## src/rtl/stopwatch_disp_pkg.sv

```systemverilog
// Shared constants for the stopwatch display scanner: active-low segment codes
// and the digit-index type.
package stopwatch_disp_pkg;

  localparam logic [6:0] SEG_BLANK = 7'h7F;
  localparam logic [6:0] SEG_DASH  = 7'h3F;

  // Active-low a..g patterns for decimal digits; entry 9 is leftmost.
  localparam logic [9:0][6:0] SEG_TABLE = {
    7'h10, 7'h00, 7'h78, 7'h02, 7'h12,
    7'h19, 7'h30, 7'h24, 7'h79, 7'h40
  };

  typedef logic [1:0] digit_idx_t;

  localparam digit_idx_t IDX_LAST = 2'd3;
  localparam digit_idx_t IDX_SEP  = 2'd2;

endpackage

```

## src/rtl/bcd_to_7seg.sv

```systemverilog
// Combinational BCD digit to active-low seven-segment decoder; non-BCD codes
// render as a dash and raise o_invalid.
module bcd_to_7seg
  import stopwatch_disp_pkg::*;
(
  input  logic [3:0] i_bcd,
  output logic [6:0] o_seg,
  output logic       o_invalid
);

  always_comb begin
    o_invalid = (i_bcd > 4'd9);
    o_seg     = SEG_DASH;
    for (int k = 0; k < 10; k++) begin
      if (i_bcd == 4'(k)) o_seg = SEG_TABLE[k];
    end
  end

endmodule

```

## src/rtl/stopwatch_display_scan.sv

```systemverilog
// Multiplexed 4-digit common-anode display driver with per-frame snapshot,
// leading-zero blanking, blink and sticky invalid-digit flag.
// Optional minutes/seconds separator on DP: define STOPWATCH_DP_SEPARATOR_EN.
module stopwatch_display_scan
  import stopwatch_disp_pkg::*;
#(
  parameter int SCAN_DIV     = 50000,
  parameter int BLINK_FRAMES = 64
) (
  input  logic        clk_in,
  input  logic        RESET,
  input  logic [15:0] BCD_IN,
  input  logic        BLINK,
  input  logic        BLANK_LZ,
  output logic [6:0]  SEG,
  output logic [3:0]  AN,
  output logic        DP,
  output logic        FRAME,
  output logic        ERR
);

  localparam int PRE_W = (SCAN_DIV > 2) ? $clog2(SCAN_DIV) : 1;
  localparam int BF_W  = (BLINK_FRAMES > 2) ? $clog2(BLINK_FRAMES) : 1;
  localparam logic [PRE_W-1:0] PRE_LAST = PRE_W'(SCAN_DIV - 1);
  localparam logic [BF_W-1:0]  BF_LAST  = BF_W'(BLINK_FRAMES - 1);

  logic [PRE_W-1:0] r_pre;
  digit_idx_t       r_idx;
  logic [15:0]      r_shadow;
  logic             r_load_pending;
  logic [BF_W-1:0]  r_bf_cnt;
  logic             r_phase;
  logic [6:0]       r_seg;
  logic [3:0]       r_an;
  logic             r_err;

  logic             w_tick;
  logic             w_frame_end;
  logic [3:0][6:0]  w_dig_seg;
  logic [3:0]       w_dig_inv;
  logic             w_blank_slot;
  logic             w_blink_off;
  logic             w_hide;

  assign w_tick      = (r_pre == PRE_LAST);
  assign w_frame_end = w_tick && (r_idx == IDX_LAST);

  // All four shadow digits are decoded so ERR covers the whole snapshot.
  for (genvar gi = 0; gi < 4; gi++) begin : g_dec
    bcd_to_7seg u_dec (
      .i_bcd     (r_shadow[4*gi +: 4]),
      .o_seg     (w_dig_seg[gi]),
      .o_invalid (w_dig_inv[gi])
    );
  end

  assign w_blank_slot = BLANK_LZ &&
                        (((r_idx == 2'd3) && (r_shadow[15:12] == 4'd0)) ||
                         ((r_idx == 2'd2) && (r_shadow[15:8]  == 8'd0)));
  assign w_blink_off  = BLINK && r_phase;
  assign w_hide       = r_load_pending || w_blank_slot || w_blink_off;

  // The prescaler idles during the load cycle so digit0 gets a full slot.
  always_ff @(posedge clk_in) begin
    if (RESET) begin
      r_pre          <= '0;
      r_idx          <= '0;
      r_shadow       <= '0;
      r_load_pending <= 1'b1;
    end else if (r_load_pending) begin
      r_shadow       <= BCD_IN;
      r_load_pending <= 1'b0;
    end else begin
      if (w_tick) begin
        r_pre <= '0;
        r_idx <= r_idx + 2'd1;
      end else begin
        r_pre <= r_pre + PRE_W'(1);
      end
      if (w_frame_end) r_shadow <= BCD_IN;
    end
  end

  always_ff @(posedge clk_in) begin
    if (RESET || !BLINK) begin
      r_bf_cnt <= '0;
      r_phase  <= 1'b0;
    end else if (w_frame_end) begin
      if (r_bf_cnt == BF_LAST) begin
        r_bf_cnt <= '0;
        r_phase  <= ~r_phase;
      end else begin
        r_bf_cnt <= r_bf_cnt + BF_W'(1);
      end
    end
  end

  always_ff @(posedge clk_in) begin
    if (RESET) begin
      r_an  <= 4'hF;
      r_seg <= SEG_BLANK;
      r_err <= 1'b0;
    end else begin
      r_err <= r_err | (|w_dig_inv);
      if (w_hide) begin
        r_an  <= 4'hF;
        r_seg <= SEG_BLANK;
      end else begin
        r_an  <= ~(4'b0001 << r_idx);
        r_seg <= w_dig_seg[r_idx];
      end
    end
  end

`ifdef STOPWATCH_DP_SEPARATOR_EN
  logic r_dp;

  always_ff @(posedge clk_in) begin
    if (RESET) r_dp <= 1'b1;
    else       r_dp <= w_hide || (r_idx != IDX_SEP);
  end

  assign DP = r_dp;
`else
  assign DP = 1'b1;
`endif

  assign SEG   = r_seg;
  assign AN    = r_an;
  assign FRAME = w_frame_end;
  assign ERR   = r_err;

endmodule
```

## config.mk

```make
export PLATFORM = sky130hd
export DESIGN_NAME = stopwatch_display_scan
export DESIGN_NICKNAME = d
export VERILOG_FILES = /design/src/rtl/stopwatch_disp_pkg.sv /design/src/rtl/bcd_to_7seg.sv /design/src/rtl/stopwatch_display_scan.sv
export SDC_FILE = /design/constraint.sdc
export NUM_CORES = 1
export LEC_CHECK = 0
export CAP_MARGIN = 10
export CORE_ASPECT_RATIO = 0.5
export CORE_MARGIN = 2
export CORE_UTILIZATION = 55
export CTS_CLUSTER_SIZE = 14
export DETAILED_ROUTE_END_ITERATION = 12
export PLACE_DENSITY = 0.78
export SLEW_MARGIN = 15
export SYNTH_ARGS = -nofsm -noshare
export SYNTH_HDL_FRONTEND = slang
export SYNTH_HIERARCHICAL = 1
export SYNTH_SLANG_ARGS = --single-unit
```

## constraint.sdc

```tcl
create_clock -name clk_in -period 2.45 [get_ports clk_in]
set_input_delay 0.735 -clock clk_in [delete_from_list [all_inputs] [get_ports clk_in]]
set_output_delay 0.735 -clock clk_in [all_outputs]
set_load 0.05 [all_outputs]
```

==> results.py, run 1 <==
metrics = {
    "outcome": {
        "outcome": "finished, final reports clean",
    },
    "placement": {
        "dp_slack_ps": 344,
        "placed_area_sq_um": 3350,
        "place.gp.congestion": 0.861,
        "portBuffers": 32,
        "hpwl_um": 4510,
    },
    "sta": {
        "max_freq_ghz": 0.426,
        "tightest_slew_ps": 509,
        "setup_viol": 0,
        "finalClockSkew_ps": 5.13,
        "tns_ps": 0,
        "worst_slack_ps": 104,
        "rsz0062_at_grt": "no",
        "slew_headroom_pct": 66.0,
        "slew_viol_final": 0,
        "fin_crit_ps": 2350,
        "final.period_utilization_pct": 95.7,
        "hold-worst-slack_ps": 506,
        "hold_viol_final": 0,
    },
    "floorplan": {
        "die_h_um": 56.3,
        "ios": 34,
        "core_region_area_sq_um": 5090,
        "die_area_sq_um": 6100,
        "chipWidth_um": 108,
        "initial_core_util_pct": 59.0,
        "rows": 18,
    },
    "global_routing": {
        "grt_pass1_wl_um": 10500,
        "gr-total-overflow": 0,
        "grt.met2_usage_pct": 37.1,
        "grtUsageTotal_pct": 21.6,
        "grtUsageMet3_pct": 4.41,
        "grt_pass1_vias": 2246,
        "antenna_found_initial": 0,
        "gr-usage-met1_pct": 27.7,
        "busiest_layer": "met2",
        "grt_max_degree": 18,
    },
    "critical_path": {
        "required_ps": 1710,
        "crit_start": "r_pre[0]",
        "reg2reg_slack_ps": 400,
        "start_kind": "register",
        "path_cells": "ha_2 > and4_2 > and4_4 > buf_12",
        "regToRegEndpoint": "r_phase",
        "reg2reg_from": "r_pre[0]",
        "crit_path_end_kind": "output pin",
        "critPathMaxFanout": 6,
        "arrival_ps": 1610,
        "slowest_stage": "dfxtp_2",
        "reg2reg_depth": 5,
        "crit_type": "register to output pin",
        "crit_path_max_incr_delay_ps": 370,
        "endpoint": "FRAME",
    },
    "drt": {
        "viasPerCell": 5.79,
        "drc_errors": 0,
        "drt_iter0_markers": 146,
        "ant_nets": 0,
        "wl_per_cell_um": 14.6,
        "num_vias": 2476,
        "drtPass1Iterations": 4,
        "totalWireLength_um": 6260,
    },
    "yosys": {
        "yosysSeqAreaShare_pct": 36.0,
        "ys_types": 52,
        "async_reset_ff_share_pct": 0,
        "syn_area_sq_um": 3000,
        "synth-seq-cells": 54,
        "avgSynthCellArea_sq_um": 9.07,
        "syn_nets": 357,
        "netlist_instances": 331,
        "yosysWarnings": 6,
        "synth_ff_type": "dfxtp_1",
        "synth_edf_count": 0,
    },
    "layout": {
        "drive_above_1_share_pct": 9.78,
        "final_cell_area_sq_um": 3470,
        "diodes": 0,
        "nNetsFinal": 383,
        "num-fill-cells": 403,
        "synthToLayoutAreaGrowth_pct": 15.6,
    },
    "pwr": {
        "power_per_cell_area_nw_per_um2": 524,
        "peakVddDrop_mv": 0.264,
        "clkPwrFrac_pct": 32.7,
        "combPwrFrac_pct": 14.6,
        "switchingPower_mw": 0.466,
        "leakagePower_nw": 1.31,
        "swShare_pct": 25.6,
        "seqPwrFrac_pct": 52.7,
        "p_int_mw": 1.35,
    },
    "clocking": {
        "cts_inserted_buffers": 5,
        "clk_path_buf_depth": 2,
        "holdBufCountCts": 0,
        "clk_latency_ps": 310,
        "cts_sinks": 54,
        "cts_tree": "built",
        "h-tree-depth": 2,
        "clkTransAtPathRegs_ps": 100,
        "cts-root-buf": "clkbuf_8",
    },
    "worst_hold_path": {
        "min_from": "r_phase",
        "min_path_type": "register to register",
    },
    "flow_run": {
        "maxCapViolCount": 0,
    },
}
cells in the mapped netlist (2+ instances only):
cell | number | area share (%)
dfxtp_1 | 54 | 36
nor2_1 | 43 | 5.4
mux2i_1 | 19 | 6.3
nand2b_1 | 16 | 3.3
nand3_1 | 15 | 2.5
inv_1 | 13 | 1.6
nand2_1 | 12 | 1.5
a21oi_1 | 11 | 1.8
buf_2 | 11 | 1.8
xnor2_1 | 11 | 3.2
nand4_1 | 9 | 1.9
o21a_1 | 9 | 2.2
mux4_2 | 7 | 5.2
nor4_1 | 7 | 1.5
o21ai_0 | 7 | 1.2
a21o_1 | 6 | 1.5
ha_1 | 6 | 2.5
nor3_1 | 5 | 0.83
nor3b_1 | 5 | 1.3
a21boi_0 | 4 | 1.0
a221o_1 | 4 | 1.3
o22a_1 | 4 | 1.2
o31ai_1 | 4 | 1.0
or2_2 | 4 | 0.83
or3b_1 | 4 | 1.2
or4_1 | 4 | 1.0
or4b_1 | 4 | 1.3
clkbuf_1 | 3 | 0.37
nor2b_1 | 3 | 0.63
xor2_1 | 3 | 0.88
and4_1 | 2 | 0.58
and4bb_2 | 2 | 0.83
state kept, by name (all words and copies together), names as in the netlist:
signal and cells:
r_load_pending 1, r_shadow 16, SEG 7, r_phase 1
r_pre 16, AN 4, r_idx 2, r_bf_cnt 6
ERR 1
through the flow:
| step | total power [mW] | instances | utilization (%) |
|---|---|---|---|
| 2_1_floorplan | 1.16 | 331 | - |
| 3_3_place_gp | 1.23 | 420 | 65.9 |
| 3_5_place_dp | 1.24 | 420 | 65.9 |
| 4_1_cts | 1.83 | 428 | 68.1 |
| 5_1_grt | 1.90 | 428 | 68.2 |
| 6_report | 1.82 | 428 | 68.2 |
critical path: cells and delay by family (launching register included):
kind,cells,cell delay (ps)
DFF,1,370
adders and majority gates,1,240
buffers and inverters,1,140
and+or+nand+nor,2,550
area by class of cell:
| class | instances | area, sq um | share of cell area [%] |
|---|---|---|---|
| Clock buffer | 6 | 72.6 | 2.09 |
| Clock inverter | 2 | 37.5 | 1.08 |
| Inverter | 13 | 48.8 | 1.41 |
| Multi-Input combinational cell | 245 | 1770 | 50.9 |
| Sequential cell | 54 | 1080 | 31.2 |
| Tap cell | 70 | 87.6 | 2.52 |
| Timing Repair Buffer | 38 | 375 | 10.8 |
power by group through the flow:
stage	sequential, mW	clock (mW)	combinational, mW
after floorplan	0.989	0	0.167
after global placement	0.973	0	0.257
after detailed placement	0.978	0	0.262
after CTS	0.957	0.604	0.265
after global routing	0.967	0.650	0.286
final	0.959	0.594	0.266
layer usage:
layer	up-vias	routed length (um)
met5	-	0
met2	58	3090
met1	1161	2890
met4	0	58
li1	1250	-
met3	7	223
what timing repair did:
action                     in CTS  in global routing
gates cloned                    0                  0
gates resized for setup         1                  4
setup endpoints to repair       1                  1
setup buffers                   0                  0
placed cells by master, fill, tap and decap left out, types with 6 or more instances in the layout:
| cell type | instances |
|---|---|
| dfxtp_1 | 52 |
| nor2_1 | 43 |
| clkdlybuf4s50_1 | 31 |
| mux2i_1 | 19 |
| nand2b_1 | 16 |
| nand3_1 | 15 |
| inv_1 | 13 |
| nand2_1 | 12 |
| xnor2_1 | 11 |
| a21oi_1 | 11 |
| nand4_1 | 9 |
| o21a_1 | 9 |
| nor4_1 | 7 |
| o21ai_0 | 7 |
| mux4_2 | 7 |
| a21o_1 | 6 |
| buf_4 | 6 |
worst min-delay path by stage:
stage               cells after the start  slack (ps)        end
floorplan                               2         450  r_pre[15]
global placement                        2         480        ERR
detailed placement                      2         490    r_phase
CTS                                     2         510    r_phase
global route                            2         540  r_pre[15]
finish                                  2         510    r_phase
kinds of logic after synthesis:
group / Yosys count / share of synthesized area [%]
muxes: 26 / 11.6
AOI/OAI and AO/OA: 57 / 13.5
and+or+nand+nor: 141 / 26.8
adders and majority gates: 6 / 2.50
buffers and inverters: 32 / 5.37
xor gates and xnor gates: 14 / 4.08
DFF: 54 / 36.0
other: 1 / 0.125
(Power assumes the default switching activity.)
==> run 2: changes to the inputs <==
--- a/config.mk
+++ b/config.mk
@@ -5,11 +5,13 @@
 export SDC_FILE = /design/constraint.sdc
 export NUM_CORES = 1
 export LEC_CHECK = 0
+export ABC_AREA = 1
+export ABC_CLOCK_PERIOD_IN_PS = 2450
 export CAP_MARGIN = 10
 export CORE_ASPECT_RATIO = 0.5
 export CORE_MARGIN = 2
 export CORE_UTILIZATION = 55
-export CTS_CLUSTER_SIZE = 14
+export CTS_CLUSTER_SIZE = 12
 export DETAILED_ROUTE_END_ITERATION = 12
 export PLACE_DENSITY = 0.78
 export SLEW_MARGIN = 15
==> run 2 against run 1 <==
  * Clock skew decreased by 1.8 ps
  * Synthesized area increased by 10%
  * Synthesized cell count is 58% higher
  * Fmax grew 1.9%
  * Cell count up 47%
  * Routed wire length increased by 17%
  * Hold slack lost 26 ps
  * Global-route usage increased by 1.6 points
==> results.py, run 2 <==
metrics = {
    "outcome": {
        "outcome": "finished, final reports clean",
    },
    "drt": {
        "drtPass1Iterations": 5,
        "drc_errors": 0,
        "totalWireLength_um": 7300,
        "drt_iter0_markers": 202,
        "ant_nets": 0,
        "num_vias": 3253,
        "wl_per_cell_um": 11.6,
        "viasPerCell": 5.16,
    },
    "sta": {
        "max_freq_ghz": 0.434,
        "slew_viol_final": 0,
        "finalClockSkew_ps": 3.33,
        "tns_ps": 0,
        "fin_crit_ps": 2300,
        "hold_viol_final": 0,
        "final.period_utilization_pct": 94.0,
        "slew_headroom_pct": 65.7,
        "hold-worst-slack_ps": 480,
        "rsz0062_at_grt": "no",
        "tightest_slew_ps": 513,
        "setup_viol": 0,
    },
    "critical_path": {
        "required_ps": 1710,
        "critPathMaxFanout": 3,
        "crit_type": "register to output pin",
        "arrival_ps": 1570,
        "reg2reg_depth": 10,
        "crit_path_end_kind": "output pin",
        "start_kind": "register",
    },
    "global_routing": {
        "gr-usage-met1_pct": 31.8,
        "grt_max_degree": 38,
        "grtUsageTotal_pct": 23.2,
        "grt_pass1_vias": 2762,
        "gr-total-overflow": 0,
        "grtUsageMet3_pct": 4.74,
        "busiest_layer": "met2",
        "grt_pass1_wl_um": 12300,
        "antenna_found_initial": 0,
        "grt.met2_usage_pct": 37.5,
    },
    "clocking": {
        "clkTransAtPathRegs_ps": 70,
        "cts_inserted_buffers": 5,
        "h-tree-depth": 2,
        "cts_sinks": 54,
        "clk_path_buf_depth": 2,
        "holdBufCountCts": 0,
        "cts_tree": "built",
        "cts-root-buf": "clkbuf_16",
        "clk_latency_ps": 290,
    },
    "floorplan": {
        "initial_core_util_pct": 58.6,
        "core_region_area_sq_um": 5660,
        "rows": 19,
        "die_h_um": 58.9,
        "ios": 34,
        "chipWidth_um": 114,
        "die_area_sq_um": 6710,
    },
    "layout": {
        "num-fill-cells": 518,
        "drive_above_1_share_pct": 10.8,
        "synthToLayoutAreaGrowth_pct": 17.8,
        "layout_common_cells": "127 x nand2_1, 90 x nor2_1, 68 x inv_1",
        "diodes": 0,
        "final_common_cell": "nand2_1",
        "nNetsFinal": 582,
    },
    "yosys": {
        "synth_top_area_share_pct": 32.6,
        "avgSynthCellArea_sq_um": 6.34,
        "syn_nets": 549,
        "synth_common_cells": "127 x nand2_1, 91 x nor2_1, 68 x inv_1, 54 x dfxtp_1, 33 x nand3_1",
        "netlist_instances": 523,
        "yosysSeqAreaShare_pct": 32.6,
        "synth_ff_type": "dfxtp_1",
        "synth_most_common_cell": "nand2_1",
        "synth_edf_count": 0,
        "synth-seq-cells": 54,
        "ys_types": 33,
        "yosys.area.top_type": "dfxtp_1",
        "yosysWarnings": 6,
        "async_reset_ff_share_pct": 0,
        "synth_top_cells_by_area": "dfxtp_1 33%, nand2_1 14%, nor2_1 10%",
        "syn_area_sq_um": 3320,
    },
    "pwr": {
        "power.total_mw": 2.20,
        "power_per_cell_area_nw_per_um2": 563,
        "leakagePower_nw": 1.74,
        "peakVddDrop_mv": 0.309,
    },
    "worst_hold_path": {
        "min_path_type": "register to register",
        "whs_path_depth": 2,
    },
    "placement": {
        "hpwl_um": 5380,
        "portBuffers": 32,
        "place.gp.congestion": 0.909,
    },
    "flow_run": {
        "maxCapViolCount": 0,
    },
}
run 2: cell types whose count changed after synthesis, sizes merged, moves of 7 or more:
cell | before | now
nand3 | 15 | 35
a32o | 0 | 7
nand2b | 16 | 0
nand2 | 12 | 131
nor2 | 43 | 101
inv | 13 | 75
mux2i | 19 | 0
a21oi | 11 | 33
mux4 | 7 | 0
o21a | 9 | 0
xnor2 | 11 | 0
o21ai | 8 | 29
run 2: kinds of logic (layout without fill, tap and decap cells):
kind of cell	Yosys count	count (layout)	share of synthesized area, %
AOI/OAI and AO/OA	71	71	13.6
xor gates and xnor gates	6	6	1.58
adders and majority gates	6	6	2.26
buffers and inverters	91	125	11.5
DFF	54	54	32.6
other	1	1	0.113
and+or+nand+nor	294	294	38.4
run 2: cell type report:
class | instances | area (sq um) | area share, %
inverter | 76 | 285 | 7.30
timing repair buffer | 41 | 398 | 10.2
sequential | 54 | 1080 | 27.7
clock inverter | 3 | 68.8 | 1.76
multi-input combinational | 378 | 1860 | 47.6
clock buffer | 5 | 125 | 3.20
tap | 73 | 91.3 | 2.34
run 2: critical path, cell delays in order, from the launching register on:
cell and delay [ps]:
dfxtp_1 370, ha_1 200, nand2_2 80, nor2_1 100, nand2_1 70, nor2_2 130, nand2_1 90, inv_1 100
buf_12 140
run 2: final timing paths:
kind	start	to	slack [ps]
worst max-delay path	r_pre[0]	FRAME	150
worst min-delay path	ERR	ERR	480
worst max register to register	r_pre[0]	r_pre[10]	800
worst min register to register	ERR	ERR	480
run 2: what timing repair did:
action / 4_1_cts / 5_1_grt
gates resized for setup: 0 / 1
endpoints found under the setup margin: 0 / 1
buffers inserted: 0 / 0
run 2: power breakdown:
part,switching (mW),leakage [nW],internal (mW)
clock,0.331,0.0940,0.587
combinational,0.197,1.20,0.136
sequential,0.0396,0.442,0.911
total,0.567,1.74,1.63
run 2: layer usage:
layer,part of all wire [%],vias up
met1,50,1447
li1,-,1720
met3,5.0,10
met5,0,-
met4,1.6,0
met2,43,76
run 2: stage by stage:
stage / cell area, sq um / std cells / worst slack [ps] / util (%)
after floorplan: 3320 / 523 / 450 / -
after global placement: 3710 / 622 / 397 / 65.6
after detailed placement: 3710 / 622 / 371 / 65.6
after CTS: 3910 / 630 / 76.5 / 69.0
after global routing: 3910 / 630 / 56.8 / 69.1
final: 3910 / 630 / 148 / 69.1
==> run 3: changes to the inputs <==
--- a/config.mk
+++ b/config.mk
@@ -5,8 +5,7 @@
 export SDC_FILE = /design/constraint.sdc
 export NUM_CORES = 1
 export LEC_CHECK = 0
-export ABC_AREA = 1
-export ABC_CLOCK_PERIOD_IN_PS = 2450
+export ABC_CLOCK_PERIOD_IN_PS = 3000
 export CAP_MARGIN = 10
 export CORE_ASPECT_RATIO = 0.5
 export CORE_MARGIN = 2
==> constraint.sdc (replaced) <==
create_clock -name clk_in -period 3 [get_ports clk_in]
set_input_delay 0.9 -clock clk_in [delete_from_list [all_inputs] [get_ports clk_in]]
set_output_delay 0.9 -clock clk_in [all_outputs]
set_load 0.05 [all_outputs]
==> run 3 against run 2 <==
  * Largest cell class unchanged
  * Worst setup slack gained 150 ps
  * Hold slack gained 9.6 ps
  * Sequential power shrank 18%
  * Largest power group unchanged
  * Register-to-register slack lost 130 ps
  * Utilization shrank 1.5 points
  * Non-clock buffer count shrank 4
==> results.py, run 3 (synthesized netlist as in run 1, its figures left out) <==
metrics = {
    "clocking": {
        "h-tree-depth": 2,
        "cts_inserted_buffers": 5,
        "holdBufCountCts": 0,
        "cts-root-buf": "clkbuf_8",
        "cts-resized-gates": 0,
        "post_cts_buffers": 0,
        "cts_sinks": 54,
        "clk_latency_ps": 320,
        "clkTransAtPathRegs_ps": 110,
        "clk_path_buf_depth": 2,
        "cts_tree": "built",
    },
    "critical_path": {
        "crit_path_max_incr_delay_ps": 470,
        "crit_path_end_kind": "output pin",
        "critPathMaxFanout": 11,
        "path_cells": "ha_1 > and4bb_2 > and4_2 > buf_12",
        "required_ps": 2100,
        "arrival_ps": 1800,
        "slowest_stage": "dfxtp_2",
        "start_kind": "register",
        "crit_type": "register to output pin",
    },
    "floorplan": {
        "core_region_area_sq_um": 5090,
        "ios": 34,
        "rows": 18,
        "initial_core_util_pct": 59.0,
        "die_h_um": 56.3,
        "chipWidth_um": 108,
        "die_area_sq_um": 6100,
    },
    "drt": {
        "viasPerCell": 5.82,
        "drt_iter0_markers": 114,
        "num_vias": 2487,
        "ant_nets": 0,
        "drc_errors": 0,
        "drtPass1Iterations": 4,
        "totalWireLength_um": 6220,
        "wl_per_cell_um": 14.6,
    },
    "placement": {
        "portBuffers": 32,
        "place.gp.congestion": 0.878,
        "hpwl_um": 4540,
        "placed_area_sq_um": 3350,
    },
    "global_routing": {
        "grt_pass1_vias": 2385,
        "grtUsageTotal_pct": 22.1,
        "gr-total-overflow": 0,
        "grt_max_degree": 19,
        "grt_pass1_wl_um": 10700,
        "antenna_found_initial": 0,
    },
    "sta": {
        "setup_viol": 0,
        "fin_crit_ps": 2700,
        "rsz0062_at_grt": "no",
        "slew_viol_final": 0,
        "max_freq_ghz": 0.370,
        "tightest_slew_ps": 553,
        "final.period_utilization_pct": 90.2,
        "tns_ps": 0,
        "hold_viol_final": 0,
        "slew_headroom_pct": 62.9,
        "finalClockSkew_ps": 7.07,
    },
    "pwr": {
        "seqPwrFrac_pct": 54.8,
        "switchingPower_mw": 0.404,
        "p_int_mw": 1.02,
        "clkPwrFrac_pct": 30.2,
        "combPwrFrac_pct": 15.1,
        "peakVddDrop_mv": 0.277,
        "power_per_cell_area_nw_per_um2": 415,
        "leakagePower_nw": 1.30,
        "swShare_pct": 28.3,
    },
    "layout": {
        "nNetsFinal": 382,
        "synthToLayoutAreaGrowth_pct": 14.6,
        "drive_above_1_share_pct": 8.96,
        "final_common_cell": "dfxtp_1",
        "layout_common_cells": "53 x dfxtp_1, 43 x nor2_1, 31 x clkdlybuf4s50_1",
        "diodes": 0,
        "num-fill-cells": 409,
        "final_cell_area_sq_um": 3440,
    },
    "outcome": {
        "outcome": "finished, final reports clean",
    },
    "flow_run": {
        "maxCapViolCount": 0,
    },
    "worst_hold_path": {
        "min_path_type": "register to register",
    },
}
-- run 3: cell types whose count changed in the layout (fill, tap and decap cells not counted), moves of 9 or more --
cell	before	now
nand2_1	127	12
inv_1	68	13
nor2_1	90	43
o21ai_0	27	7
mux2i_1	0	19
nand3_1	33	15
nand2b_1	0	16
a21oi_2	15	0
nor2_2	11	0
xnor2_1	0	11
o21a_1	0	9
-- run 3: through the flow --
stage	std cells	total power, mW	hold slack [ps]	util [%]	setup slack (ps)
after floorplan	331	0.944	451	-	833
after global placement	419	1.00	467	65.7	561
after detailed placement	419	1.01	474	65.7	523
after CTS	427	1.44	492	67.6	153
after global routing	427	1.50	537	67.6	170
final	427	1.43	490	67.6	295
-- run 3: worst paths after layout --
check / start / depth (start not counted) / end / slack (ps)
max: r_idx[1] / 4 / FRAME / 300
min reg2reg: r_phase / 2 / r_phase / 490
max reg2reg: r_pre[0] / 6 / r_pre[11] / 670
min: r_phase / 2 / r_phase / 490
-- run 3: area by class of cell --
| cell class | instances | area (sq um) | share of cell area (%) |
|---|---|---|---|
| clock buffers | 5 | 68.8 | 2.00 |
| repair buffers | 37 | 368 | 10.7 |
| flip-flops and latches | 54 | 1080 | 31.5 |
| well taps | 70 | 87.6 | 2.55 |
| inverters | 13 | 48.8 | 1.42 |
| clock inverters | 3 | 25.0 | 0.727 |
| multi-input cells | 245 | 1760 | 51.2 |
-- run 3: power by group through the flow --
stage	logic, mW	clock network [mW]	registers [mW]
finish	0.215	0.430	0.782
global placement	0.210	0	0.794
detailed placement	0.215	0	0.798
CTS	0.216	0.440	0.781
floorplan	0.137	0	0.808
global route	0.232	0.478	0.789
-- run 3: routing by layer --
layer / up-vias / wire length [um] / GRT usage [%]
li1: 1244 / - / -
met1: 1184 / 2860 / 28.2
met2: 50 / 3040 / 37.3
met3: 9 / 244 / 4.65
met4: 0 / 78 / 7.69
met5: - / 0 / 0
-- run 3: critical path, delay by kind of cell, from the launching register on --
family / cells / cell delay [ps]
DFF: 1 / 470
adders and majority gates: 1 / 290
buffers and inverters: 1 / 150
and+or+nand+nor: 2 / 570
